===== src/rtl/arena_store.sv =====
// Arena cell storage: two row ports with solver/host ownership,
// a sequenced whole-arena clear, and a valid/ready row-scan stream.
module arena_store #(
  parameter int ARENA_WIDTH  = 10,
  parameter int ARENA_HEIGHT = 10
) (
  input  logic                   clk,
  input  logic                   reset,
  input  logic                   solver_ready,
  input  logic [7:0]             solver_row_select,
  output logic [ARENA_WIDTH-1:0] solver_columns,
  input  logic [ARENA_WIDTH-1:0] solver_columns_new,
  input  logic                   solver_columns_write,
  input  logic [7:0]             host_row_select,
  output logic [ARENA_WIDTH-1:0] host_columns,
  input  logic [ARENA_WIDTH-1:0] host_columns_new,
  input  logic                   host_columns_write,
  input  logic                   clear_req,
  output logic                   clear_busy,
  output logic                   scan_valid,
  input  logic                   scan_ready,
  output logic [7:0]             scan_row,
  output logic [ARENA_WIDTH-1:0] scan_columns,
  output logic                   scan_frame_start
);

  localparam int W = ARENA_WIDTH;
  localparam int H = ARENA_HEIGHT;
  localparam logic [7:0] LAST = 8'(H - 1);

  typedef enum logic {IDLE, CLEAR} state_t;

  logic [W-1:0] mem [H];
  state_t       state, state_nx;
  logic [7:0]   k, k_nx;

  logic         wr_en;
  logic [7:0]   wr_row;
  logic [W-1:0] wr_data;
  logic [7:0]   scan_nx_row;
  logic [W-1:0] scan_nx_cols;

  always_ff @(posedge clk or posedge reset) begin
    if (reset) begin
      state <= IDLE;
      k     <= '0;
    end else begin
      state <= state_nx;
      k     <= k_nx;
    end
  end

  always_comb begin
    state_nx   = state;
    k_nx       = k;
    clear_busy = 1'b0;
    unique case (state)
      IDLE: begin
        if (clear_req) begin
          state_nx = CLEAR;
          k_nx     = '0;
        end
      end
      CLEAR: begin
        clear_busy = 1'b1;
        k_nx       = k + 8'd1;
        if (k == LAST) begin
          state_nx = IDLE;
          k_nx     = '0;
        end
      end
    endcase
  end

  // solver owns the write path whenever it is not idle
  always_comb begin
    if (solver_ready) begin
      wr_en   = host_columns_write;
      wr_row  = host_row_select;
      wr_data = host_columns_new;
    end else begin
      wr_en   = solver_columns_write;
      wr_row  = solver_row_select;
      wr_data = solver_columns_new;
    end
    wr_en = wr_en && (state == IDLE);
  end

  always_ff @(posedge clk or posedge reset) begin
    if (reset) begin
      for (int i = 0; i < H; i++) mem[i] <= '0;
    end else begin
      for (int i = 0; i < H; i++) begin
        if (state == CLEAR) begin
          if (k == 8'(i)) mem[i] <= '0;
        end else if (wr_en && wr_row == 8'(i)) begin
          mem[i] <= wr_data;
        end
      end
    end
  end

  always_comb begin
    solver_columns = '0;
    host_columns   = '0;
    scan_nx_cols   = '0;
    scan_nx_row    = (scan_row == LAST) ? 8'd0 : scan_row + 8'd1;
    for (int i = 0; i < H; i++) begin
      if (solver_row_select == 8'(i)) solver_columns = mem[i];
      if (host_row_select == 8'(i))   host_columns   = mem[i];
      if (scan_nx_row == 8'(i))       scan_nx_cols   = mem[i];
    end
  end

  always_ff @(posedge clk or posedge reset) begin
    if (reset) begin
      scan_valid   <= 1'b0;
      scan_row     <= '0;
      scan_columns <= '0;
    end else if (!scan_valid) begin
      scan_valid   <= 1'b1;
      scan_row     <= '0;
      scan_columns <= mem[0];
    end else if (scan_ready) begin
      scan_row     <= scan_nx_row;
      scan_columns <= scan_nx_cols;
    end
  end

  assign scan_frame_start = scan_valid && (scan_row == 8'd0);

endmodule


===== config.mk =====
export PLATFORM = sky130hd
export DESIGN_NAME = arena_store
export DESIGN_NICKNAME = d
export VERILOG_FILES = /design/src/rtl/arena_store.sv
export SDC_FILE = /design/constraint.sdc
export NUM_CORES = 1
export LEC_CHECK = 0
export CAP_MARGIN = 15
export CORE_MARGIN = 2
export CORE_UTILIZATION = 60
export CTS_BUF_LIST = sky130_fd_sc_hd__clkbuf_8
export DETAILED_ROUTE_END_ITERATION = 16
export HOLD_SLACK_MARGIN = 0.02
export PLACE_DENSITY = 0.9
export SLEW_MARGIN = 30
export SYNTH_ARGS = -nofsm -noshare
export SYNTH_HDL_FRONTEND = slang
export SYNTH_SLANG_ARGS = --single-unit

===== constraint.sdc =====
create_clock -name clk -period 6.9 [get_ports clk]
set_clock_uncertainty 0.05 [all_clocks]
set_input_delay 2.07 -clock clk [delete_from_list [all_inputs] [get_ports clk]]
set_output_delay 2.07 -clock clk [all_outputs]
set_load 0.01 [all_outputs]

Word-level counts from Yosys, hierarchy flattened
Index checks and enable logic that the tools add are counted.
- register bits: 128
- input bits: 43
- word-level logic and storage cells: 189
- output and inout bits: 41
- multiplexer cells: 75
- bitwise operators: 1
- reductions and logical operators: 38
- equal/unequal tests: 58
- $add $sub $neg: 2
- operators with widths (operator ; number):
    10-bit 2-to-1 mux ; 63
    8-bit by 3-bit equality test with 1-bit output (second input constant) ; 20
    8-bit by 4-bit equality test with 1-bit output (second input constant) ; 11
    8-bit by 2-bit equality test with 1-bit output (second input constant) ; 10
    8-bit logical NOT ; 6
    8-bit 2-to-1 mux ; 6
    8-bit by 1-bit equality test with 1-bit output (second input constant) ; 5
    2-bit by 1-bit != test with 1-bit output (second input constant) ; 11
    2-bit AND reduction ; 10
    2-bit nonzero test ; 10
    8-bit by 1-bit adder with 8-bit output (second input constant) ; 2
    8-bit case mux with 2 select lines ; 1
    1-bit logical AND ; 12
    1-bit 2-to-1 mux ; 4
    2-bit != test (second input constant) ; 1
    1-bit case mux with 2 select lines ; 1
    1-bit NOT ; 1

Longest topological paths before layout
- word-level depth: 15
- gate-level depth with buffers: 11
- mapped depth without buffers: 8

Worst setup path before layout
OpenSTA, ideal clock, no wires.
- kind: input to output
- start point: input host_row_select[5]
- end point: output host_columns[7]
- buffers on the path: 1
- required time: 4.780 ns
- arrival time: 3.768 ns
- slack: 1.012 ns
- stages on the path: 6
- cells stage by stage: or4_1 > buf_2 > nor4_2 > a222oi_1 > a31oi_1 > a21o_1
- cells in the longest elaborated chain, start to end: 11
- elaborated cells on any way between the ends: 20
- classes of those cells: eq/ne: 9; mux: 10; reduce/logical: 1
- RTL lines (what ; RTL line ; source):
    from (decl) ; 14 ; input logic [7:0] host_row_select,
    8-bit logical NOT ; 110 ; if (host_row_select == 8'(i)) host_columns = mem[i];
    10-bit 2-to-1 mux (9 in a row) ; 110 ;
    10-bit 2-to-1 mux (*) ; 110 ;
    to (decl) ; 15 ; output logic [ARENA_WIDTH-1:0] host_columns,
Every way passes the cells marked *; elsewhere a longest branch is shown, timed or not.

Worst setup path after layout
Same ends and word-level chain as after synthesis.

==> metrics <==
worst-path maximum fanout 7; Finish-stage setup viols 0; Worst EP arrival around 4700 ps; Reg clk slew, reported paths 80 ps; peak supply drop 257.3 uV; core area between 10,000 and 15,000 um^2; outcome complete, no violations; period utilization 98.11%; final wirelength 30,310 um; GRT Util Overall 38.81%; synthesized instance count around 900; Synth cell types between 80 and 90; leak pwr 4.364 nW; first-pass GRT wire length 46,660 um; drc violations 0; Worst Path Required 4780 ps; Die ar. 15,620 um^2; RSZ-0062 raised after global routing no; Crit path max-delay family simple AND/OR/NAND/NOR gates; setup_tns 0 ps; PwrDens 304.9 nW/um^2; Slew Limit Fails 0; remaining global-route overflow 0; initial core utilization 60.87%; syn nets 946; Crit Path Class in -> out; # nets final between 1,000 and 1,500; ANT nets after route 0; min Tclk post-route ~6800 ps; IO Pins 84; Final Wtd Congestion 0.9842; clk buf depth 2; ys async rst share 100.0%; r2r setup slk roughly 3200 ps; number of core rows 44; DR vias between 8,000 and 9,000; Antenna Cells 0; Non-Filler Instances 1,182; #FFs+latches synth between 100 and 150; drt wl/cell 25.64 um; overall die height 125.0 um; violation count after the first detailed-route iteration 1,286; placed insts around 1,100; clk sinks 128; dominant synthesized flop cell dfrtp_1; Syn Area/Cell 9.799 um^2; CTS tree done; Max Clock Freq 0.1477 GHz; Min-Delay Path Class reg -> reg; sequential fraction of the synthesis area a little over a third; vias in the first global route 8,207; final count of hold timing violations 0; CP Launch Type input port; most frequent CP cell clkdlybuf4s50_1; CTS Root Cell clkbuf_8; Post-DP HPWL 20,580 um; DR vias/cell 7.157; area delta synth->final 17.93%; share of cells above drive strength 1 23.55%; fillers between 1,000 and 1,500; H-tree depth 4; CP Cell Sequence clkdlybuf4s50_1, or4_4, nor2_4, nand3_1, o22ai_1, a31oi_1, a21o_1, clkdlybuf4s50_1; max-cap violations 0; initial antenna violation count 0; slowest CP cell or4_4; Post-synth EDFFs 0; I/O Buffers 83; Worst setup EP type output pin; clk_lat worst skew 470 ps; DR pass1 iterations 6; Die W approximately 120 um; CP peak stage delay roughly 620 ps; Cell Area, Synth 8780 um^2; Worst slew margin 28.75%; pin count of the biggest net entering global routing 61; crit path buf inv count 2; Least-Margin Pin Slew approximately 1100 ps; total CTS buffers 17; synth warn 0
cell usage after synthesis, types with 6 or more instances:
master    number  area [um^2]
inv_1         25        93.84
nor3_1        23        115.1
o21ai_0       57        285.3
a22oi_1       26        195.2
ha_1           7        87.58
nand3_1       23        115.1
mux4_2        10        225.2
nand4_1        8        50.05
dfrtp_1      128         3203
a211oi_1      11        82.58
o22ai_1       15        93.84
mux2_2       110         1239
mux2i_1       45        450.4
nand2b_1      12        75.07
a21oi_1       26        130.1
nor2b_1       10        62.56
o211ai_1       7        52.55
a32oi_1        6        52.55
o221ai_1      12        105.1
a31oi_1       12        75.07
nor2_1        63        236.5
buf_2         16        80.08
nand2_1       64        240.2
clkbuf_1      32        120.1
report_power, final:
| part | switching, mW | internal, mW |
|---|---|---|
| clock | 0.329 | 0.302 |
| sequential | 0.376 | 1.02 |
| combinational | 0.583 | 0.550 |
kinds of logic (layout without fill, tap and decap cells):
| kind of cell | Yosys count | in the layout | synth area share [%] |
|---|---|---|---|
| adder cells (fa/ha/maj) | 7 | 7 | 0.9975 |
| AND/OR/NAND/NOR | 261 | 261 | 15.58 |
| flip-flops | 128 | 128 | 36.48 |
| buffers and inverters | 84 | 186 | 4.247 |
| multiplexers | 167 | 167 | 22.06 |
| AO/OA/AOI/OAI | 241 | 241 | 19.89 |
| other | 1 | 1 | 0.04271 |
| XOR/XNOR | 7 | 7 | 0.6983 |
state kept, by name (all words and copies together) (netlist names):
name / flops
scan_row: 8
scan_valid: 1
state: 1
mem: 100
k: 8
scan_columns: 10
metrics by stage:
step           setup slack, ps  util (%)  power, mW  instance area [um^2]  hold slack [ps]
6_report                 130.2     71.78      3.157                 10350            487.4
5_1_grt                  5.131     71.78      3.284                 10350            514.9
4_1_cts                  45.77     71.40      3.098                 10300            458.6
3_5_place_dp             56.51     68.79      2.473                  9922            445.3
3_3_place_gp             107.7     68.67      2.426                  9905            436.1
2_1_floorplan             1012         -      2.038                  8780            409.5
cells in the final DEF, fill, tap and decap left out, types with 5 or more instances in the layout:
master	instances
dfrtp_1	128
a31oi_1	11
a211oi_1	11
nand2b_1	12
nand3_1	23
a32oi_1	6
o21a_1	5
and3_1	5
inv_1	26
o221ai_1	12
o22ai_1	15
nand4b_1	5
o21ai_0	57
mux2i_1	45
o211ai_1	7
a22oi_1	26
mux4_2	10
ha_1	7
nor2b_1	10
a21oi_1	26
nand4_1	8
a221o_1	5
clkbuf_8	19
mux2_2	110
nor3_1	22
clkinvlp_4	5
nand2_1	63
nor4_2	5
nor2_1	63
clkdlybuf4s50_1	82
buf_4	43
layer usage:
layer	part of all wire [%]	global-route usage (%)
met1	38	51.86
met2	45	57.74
met3	13	11.47
met4	5.0	19.80
met5	0	0
timing repair:
action | in CTS | in global routing
resized for setup | 0 | 6
endpoints found under the setup margin | 0 | 9
hold buffers | 0 | 0
setup buffers | 0 | 0
layout make-up:
cell class                 count  area (um^2)  area share [%]
multi-input combinational    684         5264           50.84
sequential                   128         3203           30.94
timing repair buffer         128         1180           11.40
clock buffer                  19        261.5           2.526
tap                          184        230.2           2.224
clock inverter                13        115.1           1.112
inverter                      26        100.1          0.9668
final timing paths:
path,from,end,cells after the start
worst max-delay path,host_row_select[5],host_columns[7],8
worst min-delay path,k[7],k[7],1
worst max register to register,scan_row[0],scan_columns[7],8
worst min register to register,k[7],k[7],1
max in group asynchronous,reset,mem[53],3
min in group asynchronous,reset,mem[87],2
Power figures use the tool's default switching activity.
